File: config.mk
export PLATFORM = sky130hd
export DESIGN_NAME = alu_operand_issue
export DESIGN_NICKNAME = d
export VERILOG_FILES = /design/src/rtl/alu_operand_issue.sv
export SDC_FILE = /design/constraint.sdc
export NUM_CORES = 1
export LEC_CHECK = 0
export ABC_AREA = 0
export CELL_PAD_IN_SITES_DETAIL_PLACEMENT = 0
export CELL_PAD_IN_SITES_GLOBAL_PLACEMENT = 1
export CORE_UTILIZATION = 37
export DETAILED_ROUTE_END_ITERATION = 10
export PLACE_DENSITY = 0.89
export SYNTH_ARGS = -nofsm -noshare
export SYNTH_HDL_FRONTEND = slang
export SYNTH_SLANG_ARGS = --single-unit
File: constraint.sdc
create_clock -name clk -period 7.2 [get_ports clk]
set_input_delay 1.44 -clock clk [delete_from_list [all_inputs] [get_ports clk]]
set_output_delay 1.44 -clock clk [all_outputs]
set_load 0.01 [all_outputs]
File: src/rtl/alu_operand_issue.sv
// rtl/alu_operand_issue.sv - operand issue stage feeding the 32-bit OR/AND/XOR logic units
//
// Accepts rs1/rs2/imm/funct3 from decode over a valid/ready handshake. It selects
// operand b, decodes funct3 into a logic-op select, and presents registered a/b/op
// to the logic units. An output register (OUT) plus a skid register (SKID) keep the
// stage at one op per cycle under back-pressure. in_ready is a flop, so there is no
// combinational path from out_ready back to in_ready.
//
// Ports:
//   clk, rst          clock; asynchronous active-high reset
//   in_valid/in_ready upstream handshake (in_ready registered)
//   in_rs1, in_rs2    register operands
//   in_imm            sign-extended immediate
//   in_use_imm        1: b = in_imm, 0: b = in_rs2
//   in_funct3         RISC-V funct3
//   out_valid/out_ready  downstream handshake
//   a, b, op, illegal registered outputs (op: 00 none, 01 OR, 10 AND, 11 XOR)
//   issue_count       completed output handshakes, wraps

module alu_operand_issue #(
    parameter int WIDTH = 32,
    parameter int CNT_W = 16
) (
    input  logic             clk,
    input  logic             rst,
    input  logic             in_valid,
    output logic             in_ready,
    input  logic [WIDTH-1:0] in_rs1,
    input  logic [WIDTH-1:0] in_rs2,
    input  logic [WIDTH-1:0] in_imm,
    input  logic             in_use_imm,
    input  logic [2:0]       in_funct3,
    output logic             out_valid,
    input  logic             out_ready,
    output logic [WIDTH-1:0] a,
    output logic [WIDTH-1:0] b,
    output logic [1:0]       op,
    output logic             illegal,
    output logic [CNT_W-1:0] issue_count
);

    // Output register (OUT)
    logic             r_out_valid;
    logic [WIDTH-1:0] r_out_a;
    logic [WIDTH-1:0] r_out_b;
    logic [1:0]       r_out_op;
    logic             r_out_ill;

    // Skid register (SKID)
    logic             r_skid_valid;
    logic [WIDTH-1:0] r_skid_a;
    logic [WIDTH-1:0] r_skid_b;
    logic [1:0]       r_skid_op;
    logic             r_skid_ill;

    logic             r_in_ready;
    logic [CNT_W-1:0] r_count;

    logic             w_accept;
    logic             w_xfer;
    logic             w_out_free;
    logic [WIDTH-1:0] w_b;
    logic [1:0]       w_op;
    logic             w_ill;
    logic             w_skid_valid_next;

    assign w_accept   = in_valid && r_in_ready;
    assign w_xfer     = r_out_valid && out_ready;
    // OUT can take a new entry this edge if it is empty or its entry is leaving.
    assign w_out_free = !r_out_valid || w_xfer;
    assign w_b        = in_use_imm ? in_imm : in_rs2;

    always_comb begin
        w_op  = 2'b00;
        w_ill = 1'b0;
        case (in_funct3)
            3'b110:  w_op = 2'b01;
            3'b111:  w_op = 2'b10;
            3'b100:  w_op = 2'b11;
            default: w_ill = 1'b1;
        endcase
    end

    // SKID fills only when OUT is held; it drains whenever OUT frees up. An accept
    // never coincides with a valid SKID because in_ready is low in that state.
    always_comb begin
        w_skid_valid_next = r_skid_valid;
        if (w_out_free) begin
            w_skid_valid_next = 1'b0;
        end else if (w_accept) begin
            w_skid_valid_next = 1'b1;
        end
    end

    always_ff @(posedge clk or posedge rst) begin
        if (rst) begin
            r_out_valid  <= 1'b0;
            r_out_a      <= '0;
            r_out_b      <= '0;
            r_out_op     <= 2'b00;
            r_out_ill    <= 1'b0;
            r_skid_valid <= 1'b0;
            r_skid_a     <= '0;
            r_skid_b     <= '0;
            r_skid_op    <= 2'b00;
            r_skid_ill   <= 1'b0;
            r_in_ready   <= 1'b1;
            r_count      <= '0;
        end else begin
            r_skid_valid <= w_skid_valid_next;
            r_in_ready   <= !w_skid_valid_next;

            if (w_xfer) begin
                r_count <= r_count + 1'b1;
            end

            if (w_out_free) begin
                if (r_skid_valid) begin
                    r_out_valid <= 1'b1;
                    r_out_a     <= r_skid_a;
                    r_out_b     <= r_skid_b;
                    r_out_op    <= r_skid_op;
                    r_out_ill   <= r_skid_ill;
                end else if (w_accept) begin
                    r_out_valid <= 1'b1;
                    r_out_a     <= in_rs1;
                    r_out_b     <= w_b;
                    r_out_op    <= w_op;
                    r_out_ill   <= w_ill;
                end else begin
                    r_out_valid <= 1'b0;
                end
            end else if (w_accept) begin
                r_skid_a   <= in_rs1;
                r_skid_b   <= w_b;
                r_skid_op  <= w_op;
                r_skid_ill <= w_ill;
            end
        end
    end

    assign in_ready    = r_in_ready;
    assign out_valid   = r_out_valid;
    assign a           = r_out_a;
    assign b           = r_out_b;
    assign op          = r_out_op;
    assign illegal     = r_out_ill;
    assign issue_count = r_count;

endmodule

==> out/metrics.csv <==
stage;metric;value;unit
global_route;antenna_found_initial;0;
clock_tree;cts.sinks;153;
floorplan;die_y;138;um
clock_tree;tritoncts;done;
route;detail_route.iter0.violations;184;
sta;max_freq;0.281;GHz
synthesis;synth.distinct_cells;34;
sta;tns;0;ps
global_route;gr-total-overflow;0;
synthesis;ys_async_sr_fraction;1.00;
worst_setup_path;cp_cell_sequence;clkdlybuf4s50_1 -> or2b_2 -> nand2_4 -> buf_4 -> mux2_2;
clock_tree;cts_buffers;17;
sta;fin_crit_sh;0.494;
place;io_buffer_count;188;
finish;antenna_cells;0;
worst_setup_path;max_stage_delay;580;ps
floorplan;std_cell_rows;49;
sta;drv_slew;0;
power_and_ir_drop;p_leak;4.18;nW
synthesis;synth.avg_cell_area;11.1;um^2
hold_path;hp-class;reg -> reg;
synthesis;yosysSeqAreaShare;0.559;
clock_tree;ctsResizeCount;0;
outcome;status;finished, violations left;
synthesis;synth_top_area_share;0.555;
global_route;grt_max_degree;107;
synthesis;synth_edf_count;0;
place;placed_cell_area;0.00878;mm^2
clock_tree;clk_pin_slew;60;ps
route;vias;4873;
route;wl_per_cell;14.7;um
clock_tree;clock_latency;410;ps
synthesis;synth_common_cells;dfrtp_1 (152), nand2_1 (107), o21ai_0 (96);
worst_setup_path;critPathCaptureType;register;
floorplan;pin_count;189;
finish;final_nets;895;
power_and_ir_drop;power_density;307;mW/mm^2
sta;setup_viol;0;
floorplan;die_area;0.0191;mm^2
finish;final_core_util;0.518;
synthesis;synth_area;0.00685;mm^2
clock_tree;clock_path_buffers;2;
sta;tightest_slew;1030;ps
run;maxCapViolations;0;
synthesis;synth_top_cell_by_area;dfrtp_1;
place;hpwl;10100;um
global_route;grt_use_total;0.170;
route;final_antenna_net_count;0;
route;wirelength;15100;um
finish;drive_gt1_frac;0.103;
synthesis;yosysWarnings;0;
finish;nFillCells;1611;
worst_setup_path;cp_max_fo;87;
synthesis;yosys-top-cells-area;dfrtp_1 (56%), mux2i_1 (9.3%), o21ai_0 (7.0%);
synthesis;ys_ff_latch;153;
clock_tree;postCtsHoldBufs;0;
global_route;grt_pass1_wl;25800;um
finish;areaGrowthSynthToFinish;36.8;%
finish;stdcell_area;0.00937;mm^2
worst_setup_path;crit_path_top_delay_cell;nand2_4;
synthesis;syn-num-nets;725;
sta;fin_skew;8.42;ps
worst_setup_path;arrival;3850;ps
sta;hold_viol_final;0;
route;drt_first_pass_iters;7;
sta;maxSlewHeadroom;0.315;
synthesis;synth_cells;620;
clock_tree;htreeDepth;4;
worst_setup_path;crit_type;in -> reg;
floorplan;initial_utilization;0.379;
power_and_ir_drop;worst_ir_drop_vdd;0.154;mV
route;via_per_inst;4.72;
worst_setup_path;required;7500;ps
floorplan;die_w;138;um
worst_setup_path;critPathLaunchType;input pin;
clock_tree;post_cts_buffers;0;
sta;rsz0062_at_grt;no;
synthesis;synth_ff_type;dfrtp_1;
place;gp_congestion;0.749;
sta;finalWorstPathRequiredPeriod;3560;ps
clock_tree;cts_root_buf;clkbuf_16;
floorplan;coreArea;0.0181;mm^2
synthesis;yosys.cell_count.top_type;dfrtp_1;
global_route;grt_pass1_vias;5003;
route;drc;20;
outcome;violations;DRC;
[kinds of logic (layout without fill, tap and decap cells)]
family,after synthesis,after routing,share of synthesized area
adder cells (fa/ha/maj),1,1,0.00183
buffers and inverters,45,228,0.0427
AND/OR/NAND/NOR,168,168,0.108
XOR/XNOR,15,15,0.0192
flip-flops,153,153,0.559
multiplexers,98,98,0.166
AO/OA/AOI/OAI,140,140,0.103
[critical path, delay by kind of cell]
family,cells,cell delay (ps)
buffers and inverters,2,1030
and+or+nand+nor,2,950
muxes,1,380
[area by class of cell]
cell class,instances,area (um^2),share of cell area
Sequential cell,153,3830,0.409
Multi-Input combinational cell,422,2740,0.292
Timing Repair Buffer,192,1910,0.203
Clock buffer,20,447,0.0477
Tap cell,229,287,0.0306
Clock inverter,12,141,0.0151
Inverter,4,20.0,0.00214
[through the flow]
step	worst slack [ps]	hold WS (ps)	std cells	power, mW
6_report	3640	475	1032	2.88
2_1_floorplan	1640	450	620	1.62
4_1_cts	3660	480	1032	2.91
3_5_place_dp	3200	467	1000	2.02
5_1_grt	3480	503	1032	3.05
3_3_place_gp	3240	458	1000	1.99
[state kept, by name, summed over array words and instances (netlist names)]
name,flops
illegal,1
a,32
in_ready,1
issue_count,16
r_skid_b,32
r_skid_op,2
r_skid_a,32
op,2
r_skid_valid,1
out_valid,1
b,32
r_skid_ill,1
[placed cells by master, fill, tap and decap left out, drive strengths merged]
master and instances:
clkdlybuf4s50 187, dfrtp 152, nand2 108, o21ai 101
mux2i 64, a21oi 37, nor2 35, mux2 34
clkbuf 20, xnor2 10, nand3 8, inv 7
xor2 5, clkinv 5, buf 5, nand2b 3
nor3 3, and4 3, nand4 3, a21o 2
clkinvlp 2, bufinv 2, nor2b 1, or2b 1
nor4 1, and2 1, and3 1, ha 1
dfstp 1
[layer usage]
metal  global-route usage  wire length (um)  up-vias
met5                    0                 0        -
met1                0.219              7050     2279
li1                     -                 -     2466
met4               0.0597               206        0
met2                0.282              7180      115
met3               0.0391               705       13
[worst paths after layout]
kind                              startpoint            to  slack (ps)  cells past startpoint
min in group asynchronous                rst          a[0]        1620                      2
worst max register to register  r_skid_valid         op[1]        4510                      4
worst min register to register         b[19]         b[19]         480                      2
worst max-delay path               out_ready         op[1]        3640                      5
worst min-delay path                   b[19]         b[19]         480                      2
max in group asynchronous                rst  r_skid_valid        4280                      3
[where the power goes]
group | internal, mW | switching (mW) | total, mW
registers | 1.09 | 0.157 | 1.24
logic | 0.434 | 0.313 | 0.747
clock network | 0.525 | 0.359 | 0.884
Note: power is estimated with default switching activity, not from simulation.
